[src/rtl/uart_tx_arb_pkg.sv]
// Shared types, defaults and the parity helper for the UART transmitter arbiter.
// Optional timeout logic in uart_tx_arbiter is enabled by UART_TX_ARB_TIMEOUT_EN.
package uart_tx_arb_pkg;

  typedef enum logic [2:0] {
    IDLE        = 3'd0,
    LOAD        = 3'd1,
    WAIT_ACTIVE = 3'd2,
    WAIT_DONE   = 3'd3,
    GAP         = 3'd4
  } state_t;

  localparam int GAP_CYC_DEF     = 1;
  localparam int TIMEOUT_CYC_DEF = 64;
  localparam int PAR_MAX_W       = 64;

  // Callers zero-extend narrower bytes; extra zeros do not change the XOR.
  function automatic logic calc_parity(input logic [PAR_MAX_W-1:0] data, input logic odd);
    return (^data) ^ odd;
  endfunction

endpackage

[src/rtl/uart_tx_arbiter_rr_arbiter.sv]
// Combinational round-robin select: first set request searching upward from ptr+1,
// wrapping modulo NUM_REQ.
module rr_arbiter #(
  parameter int NUM_REQ = 4,
  parameter int IDX_W   = 2
) (
  input  logic [NUM_REQ-1:0] req,
  input  logic [IDX_W-1:0]   ptr,
  output logic [NUM_REQ-1:0] win_oh,
  output logic [IDX_W-1:0]   win_idx,
  output logic               win_any
);

  int               cand_s;
  logic [IDX_W-1:0] cand_idx_s;

  // Priority search starting just past the last winner.
  always_comb begin
    win_oh     = '0;
    win_idx    = '0;
    win_any    = 1'b0;
    cand_s     = 0;
    cand_idx_s = '0;
    for (int i = 1; i <= NUM_REQ; i++) begin
      cand_s     = (int'(ptr) + i) % NUM_REQ;
      cand_idx_s = IDX_W'(cand_s);
      if (!win_any && req[cand_idx_s]) begin
        win_any             = 1'b1;
        win_oh[cand_idx_s]  = 1'b1;
        win_idx             = cand_idx_s;
      end else begin
        win_any = win_any;
      end
    end
  end

endmodule

[src/rtl/uart_tx_arbiter.sv]
// Round-robin sharing of one PISO UART transmitter among NUM_REQ byte requesters.
// Define UART_TX_ARB_TIMEOUT_EN to add the WAIT_ACTIVE/WAIT_DONE timeout with err pulse.
module uart_tx_arbiter
  import uart_tx_arb_pkg::*;
#(
  parameter int NUM_REQ     = 4,
  parameter int DATA_W      = 8,
  parameter int PARITY_ODD  = 0,
  parameter int GAP_CYC     = GAP_CYC_DEF,
  parameter int TIMEOUT_CYC = TIMEOUT_CYC_DEF
) (
  input  logic                      baud_clk,
  input  logic                      rst_n,
  input  logic [NUM_REQ-1:0]        req,
  input  logic [NUM_REQ*DATA_W-1:0] req_data,
  output logic [NUM_REQ-1:0]        gnt,
  output logic [NUM_REQ-1:0]        done,
  output logic                      busy,
  output logic                      err,
  output logic                      tx_send,
  output logic [DATA_W-1:0]         tx_data,
  output logic                      tx_parity,
  input  logic                      tx_active_flag,
  input  logic                      tx_done_flag
);

  localparam int               IDX_W    = (NUM_REQ > 1) ? $clog2(NUM_REQ) : 1;
  localparam int               GAP_W    = (GAP_CYC > 1) ? $clog2(GAP_CYC) : 1;
  localparam logic [GAP_W-1:0] GAP_LAST = GAP_W'((GAP_CYC > 0) ? GAP_CYC - 1 : 0);
  localparam logic [IDX_W-1:0] PTR_RST  = IDX_W'(NUM_REQ - 1);
  localparam state_t           POST_FRAME = (GAP_CYC == 0) ? IDLE : GAP;

  state_t                  state_r, state_nxt_s;
  logic [IDX_W-1:0]        ptr_r, ptr_nxt_s;
  logic [IDX_W-1:0]        cur_idx_r, cur_idx_nxt_s;
  logic [GAP_W-1:0]        gap_cnt_r, gap_cnt_nxt_s;
  logic [NUM_REQ-1:0]      gnt_r, gnt_nxt_s;
  logic [NUM_REQ-1:0]      done_r, done_nxt_s;
  logic                    busy_r, busy_nxt_s;
  logic                    err_r, err_nxt_s;
  logic                    tx_send_r, tx_send_nxt_s;
  logic [DATA_W-1:0]       tx_data_r, tx_data_nxt_s;
  logic                    tx_parity_r, tx_parity_nxt_s;

  logic [NUM_REQ-1:0]      win_oh_s;
  logic [IDX_W-1:0]        win_idx_s;
  logic                    win_any_s;
  logic [DATA_W-1:0]       win_data_s;
  logic [PAR_MAX_W-1:0]    par_in_s;
  logic                    par_s;
  logic                    in_wait_s;
  logic                    complete_s;
  logic                    timeout_s;

  rr_arbiter #(
    .NUM_REQ (NUM_REQ),
    .IDX_W   (IDX_W)
  ) u_rr (
    .req     (req),
    .ptr     (ptr_r),
    .win_oh  (win_oh_s),
    .win_idx (win_idx_s),
    .win_any (win_any_s)
  );

  assign win_data_s = req_data[win_idx_s*DATA_W +: DATA_W];
  assign par_s      = calc_parity(par_in_s, PARITY_ODD != 0);
  assign in_wait_s  = (state_r == WAIT_ACTIVE) || (state_r == WAIT_DONE);

  // Zero-extend the winning byte for the shared parity helper.
  always_comb begin
    par_in_s               = '0;
    par_in_s[DATA_W-1:0]   = win_data_s;
  end

  // Transmitter done is completion from either wait state.
  always_comb begin
    if (in_wait_s) begin
      complete_s = tx_done_flag;
    end else begin
      complete_s = 1'b0;
    end
  end

`ifdef UART_TX_ARB_TIMEOUT_EN
  localparam int TO_W = $clog2(TIMEOUT_CYC + 1);
  logic [TO_W-1:0] to_cnt_r;

  // Completion on the final cycle wins over the timeout.
  assign timeout_s = in_wait_s && !complete_s && (to_cnt_r == TO_W'(TIMEOUT_CYC - 1));

  // Cycles spent waiting on the transmitter for the current frame.
  always_ff @(posedge baud_clk or negedge rst_n) begin
    if (!rst_n) begin
      to_cnt_r <= '0;
    end else if (in_wait_s) begin
      to_cnt_r <= to_cnt_r + TO_W'(1);
    end else begin
      to_cnt_r <= '0;
    end
  end
`else
  logic unused_timeout_s;
  assign unused_timeout_s = (TIMEOUT_CYC > 0);
  assign timeout_s        = 1'b0;
`endif

  // State register.
  always_ff @(posedge baud_clk or negedge rst_n) begin
    if (!rst_n) begin
      state_r <= IDLE;
    end else begin
      state_r <= state_nxt_s;
    end
  end

  // Next-state logic.
  always_comb begin
    state_nxt_s = state_r;
    case (state_r)
      IDLE: begin
        if (win_any_s) state_nxt_s = LOAD;
        else           state_nxt_s = IDLE;
      end
      LOAD: state_nxt_s = WAIT_ACTIVE;
      WAIT_ACTIVE: begin
        if (complete_s || timeout_s) state_nxt_s = POST_FRAME;
        else if (tx_active_flag)     state_nxt_s = WAIT_DONE;
        else                         state_nxt_s = WAIT_ACTIVE;
      end
      WAIT_DONE: begin
        if (complete_s || timeout_s) state_nxt_s = POST_FRAME;
        else                         state_nxt_s = WAIT_DONE;
      end
      GAP: begin
        if (gap_cnt_r == GAP_LAST) state_nxt_s = IDLE;
        else                       state_nxt_s = GAP;
      end
      default: state_nxt_s = IDLE;
    endcase
  end

  // Next values of the registered outputs and datapath.
  always_comb begin
    gnt_nxt_s       = '0;
    done_nxt_s      = '0;
    err_nxt_s       = 1'b0;
    tx_send_nxt_s   = 1'b0;
    tx_data_nxt_s   = tx_data_r;
    tx_parity_nxt_s = tx_parity_r;
    ptr_nxt_s       = ptr_r;
    cur_idx_nxt_s   = cur_idx_r;
    gap_cnt_nxt_s   = '0;
    busy_nxt_s      = (state_nxt_s != IDLE);
    case (state_r)
      IDLE: begin
        if (win_any_s) begin
          gnt_nxt_s       = win_oh_s;
          tx_send_nxt_s   = 1'b1;
          tx_data_nxt_s   = win_data_s;
          tx_parity_nxt_s = par_s;
          ptr_nxt_s       = win_idx_s;
          cur_idx_nxt_s   = win_idx_s;
        end else begin
          gnt_nxt_s = '0;
        end
      end
      WAIT_ACTIVE, WAIT_DONE: begin
        if (complete_s) begin
          done_nxt_s[cur_idx_r] = 1'b1;
        end else if (timeout_s) begin
          err_nxt_s = 1'b1;
        end else begin
          err_nxt_s = 1'b0;
        end
      end
      GAP: begin
        if (gap_cnt_r == GAP_LAST) gap_cnt_nxt_s = '0;
        else                       gap_cnt_nxt_s = gap_cnt_r + GAP_W'(1);
      end
      default: gap_cnt_nxt_s = '0;
    endcase
  end

  // Output and datapath registers.
  always_ff @(posedge baud_clk or negedge rst_n) begin
    if (!rst_n) begin
      gnt_r       <= '0;
      done_r      <= '0;
      busy_r      <= 1'b0;
      err_r       <= 1'b0;
      tx_send_r   <= 1'b0;
      tx_data_r   <= '0;
      tx_parity_r <= 1'b0;
      ptr_r       <= PTR_RST;
      cur_idx_r   <= '0;
      gap_cnt_r   <= '0;
    end else begin
      gnt_r       <= gnt_nxt_s;
      done_r      <= done_nxt_s;
      busy_r      <= busy_nxt_s;
      err_r       <= err_nxt_s;
      tx_send_r   <= tx_send_nxt_s;
      tx_data_r   <= tx_data_nxt_s;
      tx_parity_r <= tx_parity_nxt_s;
      ptr_r       <= ptr_nxt_s;
      cur_idx_r   <= cur_idx_nxt_s;
      gap_cnt_r   <= gap_cnt_nxt_s;
    end
  end

  assign gnt       = gnt_r;
  assign done      = done_r;
  assign busy      = busy_r;
  assign err       = err_r;
  assign tx_send   = tx_send_r;
  assign tx_data   = tx_data_r;
  assign tx_parity = tx_parity_r;

endmodule

[config.mk]
export PLATFORM = sky130hd
export DESIGN_NAME = uart_tx_arbiter
export DESIGN_NICKNAME = d
export VERILOG_FILES = /design/src/rtl/uart_tx_arb_pkg.sv /design/src/rtl/uart_tx_arbiter_rr_arbiter.sv /design/src/rtl/uart_tx_arbiter.sv
export SDC_FILE = /design/constraint.sdc
export NUM_CORES = 1
export LEC_CHECK = 0
export ABC_AREA = 1
export CORE_ASPECT_RATIO = 0.75
export CORE_MARGIN = 3
export CORE_UTILIZATION = 51
export DETAILED_ROUTE_END_ITERATION = 16
export GPL_ROUTABILITY_DRIVEN = 0
export PLACE_DENSITY = 0.92
export SKIP_LAST_GASP = 1
export SYNTH_ARGS = -nofsm -noshare
export SYNTH_HDL_FRONTEND = slang
export SYNTH_HIERARCHICAL = 1
export SYNTH_SLANG_ARGS = --single-unit
export TNS_END_PERCENT = 100
[constraint.sdc]
create_clock -name baud_clk -period 7.1 [get_ports baud_clk]
set_input_delay 1.42 -clock baud_clk [delete_from_list [all_inputs] [get_ports baud_clk]]
set_output_delay 1.42 -clock baud_clk [all_outputs]
set_load 0.02 [all_outputs]
Word level (Yosys, flattened, before mapping)
Index checks and enable logic that the tools add are counted.

word-level totals
  register bits = 27
  input port bits = 40
  word-level logic and storage cells = 95

cells by class
  add/subtract/negate cells = 5
  order comparisons = 10
  equality and inequality tests = 4
  shift operators = 1
  multiplexer cells = 45
  bitwise operators = 3
  reduce and logical (&&, ||, !) cells = 17

operators with widths
  cell                 number
  $reduce_xor 64->1    1
  $mux 4               8
  $shiftx 32x6->8      1
  $mux 1               20
  $lt 2x3->1 const B   5
  $pmux 3 s5           1
  $or 4x4->4           3
  $demux 1 s2          5
  $ge 2x1->1 const B   5
  $mux 3               3
  $bmux 1 s2           4
  $logic_and 1x1->1    8
  $mux 2               4
  $eq 3x2->1 const B   2
  $add 2x1->2 const B  2
  $add 2x2->2 const B  2
  $eq 3x1->1 const B   1
  $eq 3x3->1 const B   1
  $logic_not 1->1      3
  $logic_not 3->1      1
  $reduce_bool 3->1    1
  $reduce_and 2->1     1
  $reduce_or 2->1      1
  $add 1x1->1 const B  1
  $logic_or 1x1->1     1

Longest topological paths before layout
  depth in word-level cells = 16
  depth in mapped cells = 22

Hierarchy
The synthesis kept the hierarchy.

modules (own cells, without submodules)
  module           instances  cells each  area each (um^2)
  uart_tx_arbiter  1          225         1485.2
  rr_arbiter       1          74          457.9

Least setup slack after synthesis
No wires, ideal clock.

  path kind = input to register
  start = input req[2]
  end = register tx_parity_r (netlist: tx_parity)
  setup time = 118 ps
  arrival time = 2950 ps
  required time = 6982 ps
  slack = 4032 ps
  stages = 19
  buffers on the path = 1
  cell sequence = inv_1 -> nand2_1 -> nand2_1 -> inv_1 -> nor2_2 -> nand3_1 -> a21oi_2 -> buf_2 -> nand2_1 -> nand3_1 -> nand2_1 -> inv_2 -> nand2_1 -> nand2_1 -> nand2_1 -> nand2_1 -> nand2_1 -> nand3_1 -> nand2_1

between the ends
  cells in the longest elaborated chain, start to end = 14
  elaborated cells between the ends (all ways) = 25
  classes of those cells = shift (1); mux (16); reduce/logical (8)

RTL lines
  item                          line                              RTL
  start, declared               uart_tx_arbiter.sv:14             input logic [NUM_REQ-1:0] req,
  $bmux 1 s2                    uart_tx_arbiter_rr_arbiter.sv:27  if (!win_any && req[cand_idx_s]) begin
  $mux 1 (implied by the code)  uart_tx_arbiter_rr_arbiter.sv:27
  $mux 1                        uart_tx_arbiter_rr_arbiter.sv:27
  $logic_not 1->1               uart_tx_arbiter_rr_arbiter.sv:27
  $logic_and 1x1->1             uart_tx_arbiter_rr_arbiter.sv:27
  $mux 1                        uart_tx_arbiter_rr_arbiter.sv:27
  $logic_not 1->1               uart_tx_arbiter_rr_arbiter.sv:27
  $logic_and 1x1->1             uart_tx_arbiter_rr_arbiter.sv:27
  $mux 1                        uart_tx_arbiter_rr_arbiter.sv:27
  $logic_not 1->1               uart_tx_arbiter_rr_arbiter.sv:27
  $logic_and 1x1->1             uart_tx_arbiter_rr_arbiter.sv:27
  $mux 2 (*)                    uart_tx_arbiter_rr_arbiter.sv:27
  named net win_idx_s[0]        uart_tx_arbiter.sv:46             logic [IDX_W-1:0] win_idx_s;
  $shiftx 32x6->8 (*)           uart_tx_arbiter.sv:66             assign win_data_s = req_data[win_idx_s*DATA_W +: DATA_W];
  $reduce_xor 64->1 (*)         uart_tx_arb_pkg.sv:19             return (^data) ^ odd;
  end signal, assigned          uart_tx_arbiter.sv:205            tx_parity_r <= tx_parity_nxt_s;
  end, declared                 uart_tx_arbiter.sv:43             logic tx_parity_r, tx_parity_nxt_s;

The timed path passes the listed nets; every way through them passes the cells marked *. The select of a mux whose other input is x is not followed.
A chain may end at the register's enable or synchronous reset.

Worst setup path in the final report
  start = input req[1]
  end = register tx_parity_r (netlist: tx_parity)

The elaborated chain is that of the path after synthesis.

==> results.cfg <==
[setup_path]
worst_r2r_path_depth = 19
setup.worst_path.start = req[1]
ff2ff_setup_slack_ps = 3280
critical_path_type = input pin to flip-flop
worst_setup_path_endpoint = tx_parity
cp_max_fo = 21
worstSetupEndpointType = flip-flop
worstReg2RegStart = ptr_r[1]
crit_arrival_ps = 4520
startpoint_type = input pin
worst_r2r_endpoint = tx_parity
critical_path_required_ps = 7270

[global_route]
total_global_routing_overflow = 0
first_pass_grt_wire_length_mm = 7.91
number_of_global_route_vias_before_repair = 1807
grt_use_total_pct = 21.1
number_of_antenna_violations_at_the_first_check_in_global_routing = 0
grt_start_max_net_pins = 27

[clock_network]
numClockSinks = 26
clk_pin_slew_worst_paths_ps = 80
cts_post_setup_buffers_inserted = 0
cts_made_buffers = 3
deepest_level_of_the_cts_h_tree = 1
tritoncts = yes
clockRootBuffer = clkbuf_8
worst_skew_pair.late_latency_ps = 270
hold_buffers = 0
clk_path_buf_depth = 2
post_cts_resize_count = 0

[placed_design]
io_buffers = 58
detailed_place_hpwl_mm = 3.56

[synthesis]
gate_count_of_the_mapped_netlist = 299
yosys.area.top_type_share_pct = 30.9
synth_seq_area_share_pct = 33.6
netlist.top_cell.by_area = dfrtp_1
syn_nets = 347
synth_area_per_cell_um2 = 6.50
post_synthesis_sequential_element_count = 26
synthDistinctLibCells = 28
syn-cell-area_um2 = 1940
ys.warnings.count = 6
post_synth_main_area_contributors = dfrtp_1, nand2_1, nand3_1, ha_1, inv_1

[timing]
final.setup.tns_ps = 0
finalHoldViolations = 0
min_period_over_period_pct = 61.3
timing_max_transition_violations_final = 0
worst_pin_slew_ps = 1080
grt_setup_unrepaired = no
fin_skew_ps = 1.51
finalSetupViolCount = 0
max_clock_freq_mhz = 230
timing.slew.headroom_pct = 27.9
finalCriticalPeriod_ps = 4350

[routing]
wire_length_per_cell_um = 11.4
antenna_left = 0
detail_route.first_pass.iterations = 5
remaining_drc_errors = 0
dr_vias = 2033
vias_per_cell = 5.06
wirelength_mm = 4.60
drt_iter0_markers = 163

[layout]
multi_input_area_um2 = 1100
post-route-util_pct = 74.8
mostFrequentLayoutCell = nand2_1
sequential_cell_area_um2 = 653
final_cell_mix = nand2_1, clkdlybuf4s50_1, nand3_1
layout.filler_cells = 283
nNetsFinal = 401
syn2layout_area_growth_pct = 33.5
n_antenna_cell = 0
post_route_cells_drive_above_1_share_pct = 7.39

[floorplanning]
io_pins = 60
rows = 18
starting_utilization_of_the_core_area_pct = 56.0
die_y_um = 59.5
die-area_um2 = 4590
die-width_um = 77.3
placeableCoreArea_um2 = 3470

[outcome]
run_status = completed

[flow_run]
timing.max_cap.violations = 0

[min_path]
holdCritPathClass = flip-flop to flip-flop
[metal layers]
metal | vias to the layer above | track usage, % | routed length (µm)
li1 | 1045 | - | -
met1 | 881 | 28.8 | 2100
met2 | 105 | 34.9 | 2090
met3 | 2 | 5.17 | 391
met4 | 0 | 3.81 | 17
met5 | - | 0 | 0
[logic make-up after synthesis]
family	after synthesis	synth area share, %
buffers and inverters	42	9.72
AND/OR/NAND/NOR	200	44.8
AO/OA/AOI/OAI	22	6.50
flip-flops	26	33.6
other	1	0.193
adder cells (fa/ha/maj)	8	5.15
[sequential cells by signal, summed over array words and instances, names as in the netlist]
| signal | flops |
|---|---|
| cur_idx_r | 2 |
| done | 4 |
| busy | 1 |
| ptr_r | 2 |
| state_r | 3 |
| tx_data | 8 |
| tx_send | 1 |
| tx_parity | 1 |
| gnt | 4 |
[synthesized netlist by cell type]
library cell / count
inv_4: 1
nand3_2: 2
inv_2: 6
nand2_2: 5
or2_2: 1
buf_4: 3
a21oi_1: 4
a21oi_2: 1
clkbuf_1: 2
a31oi_1: 2
nand4_1: 6
nor2_8: 1
nand2_1: 131
o21ai_0: 11
nor2_2: 2
nor2_1: 12
buf_2: 1
nand2_4: 1
buf_6: 2
clkbuf_2: 1
inv_1: 26
ha_1: 8
nand3_1: 35
dfrtp_1: 24
dfstp_2: 2
nor3_1: 4
a21boi_0: 4
conb_1: 1
[worst min path at each step]
stage | startpoint | to | depth (start not counted)
6_report | cur_idx_r[0] | done[0] | 1
5_1_grt | cur_idx_r[0] | done[0] | 1
4_1_cts | cur_idx_r[0] | done[2] | 1
3_5_place_dp | cur_idx_r[0] | done[2] | 1
3_3_place_gp | cur_idx_r[1] | done[1] | 1
2_1_floorplan | cur_idx_r[1] | done[0] | 1
[through the flow]
| stage | hold WS (ps) | setup slack [ps] | instance area (µm²) | instances |
|---|---|---|---|---|
| 2_1_floorplan | 432 | 4030 | 1940 | 299 |
| 3_3_place_gp | 441 | 2690 | 2520 | 398 |
| 3_5_place_dp | 451 | 2510 | 2520 | 398 |
| 4_1_cts | 462 | 2810 | 2590 | 402 |
| 5_1_grt | 483 | 2420 | 2590 | 402 |
| 6_report | 470 | 2750 | 2590 | 402 |
[area by class of cell]
cell class	instances	area share (%)
timing repair buffer	58	22.4
inverter	33	4.87
clock buffer	3	1.59
tap	50	2.41
multi-input combinational	231	42.4
clock inverter	1	1.16
sequential	26	25.2
[critical path, cell delays in order]
cell	delay [ps]
clkdlybuf4s50_1	490
nand2_1	80
nand3_1	140
nand2_4	110
nor2_2	210
nor2_1	80
a21oi_2	730
inv_2	320
nand2_1	130
nand3_1	70
nand2_1	190
nand2_1	90
nand2_1	100
nand2_1	60
nand2_1	80
nand2_1	70
nand3_1	90
nand2_1	60
Power is not shown: default switching activity piles up to over one toggle a cycle in this logic, so the estimate is an artifact.
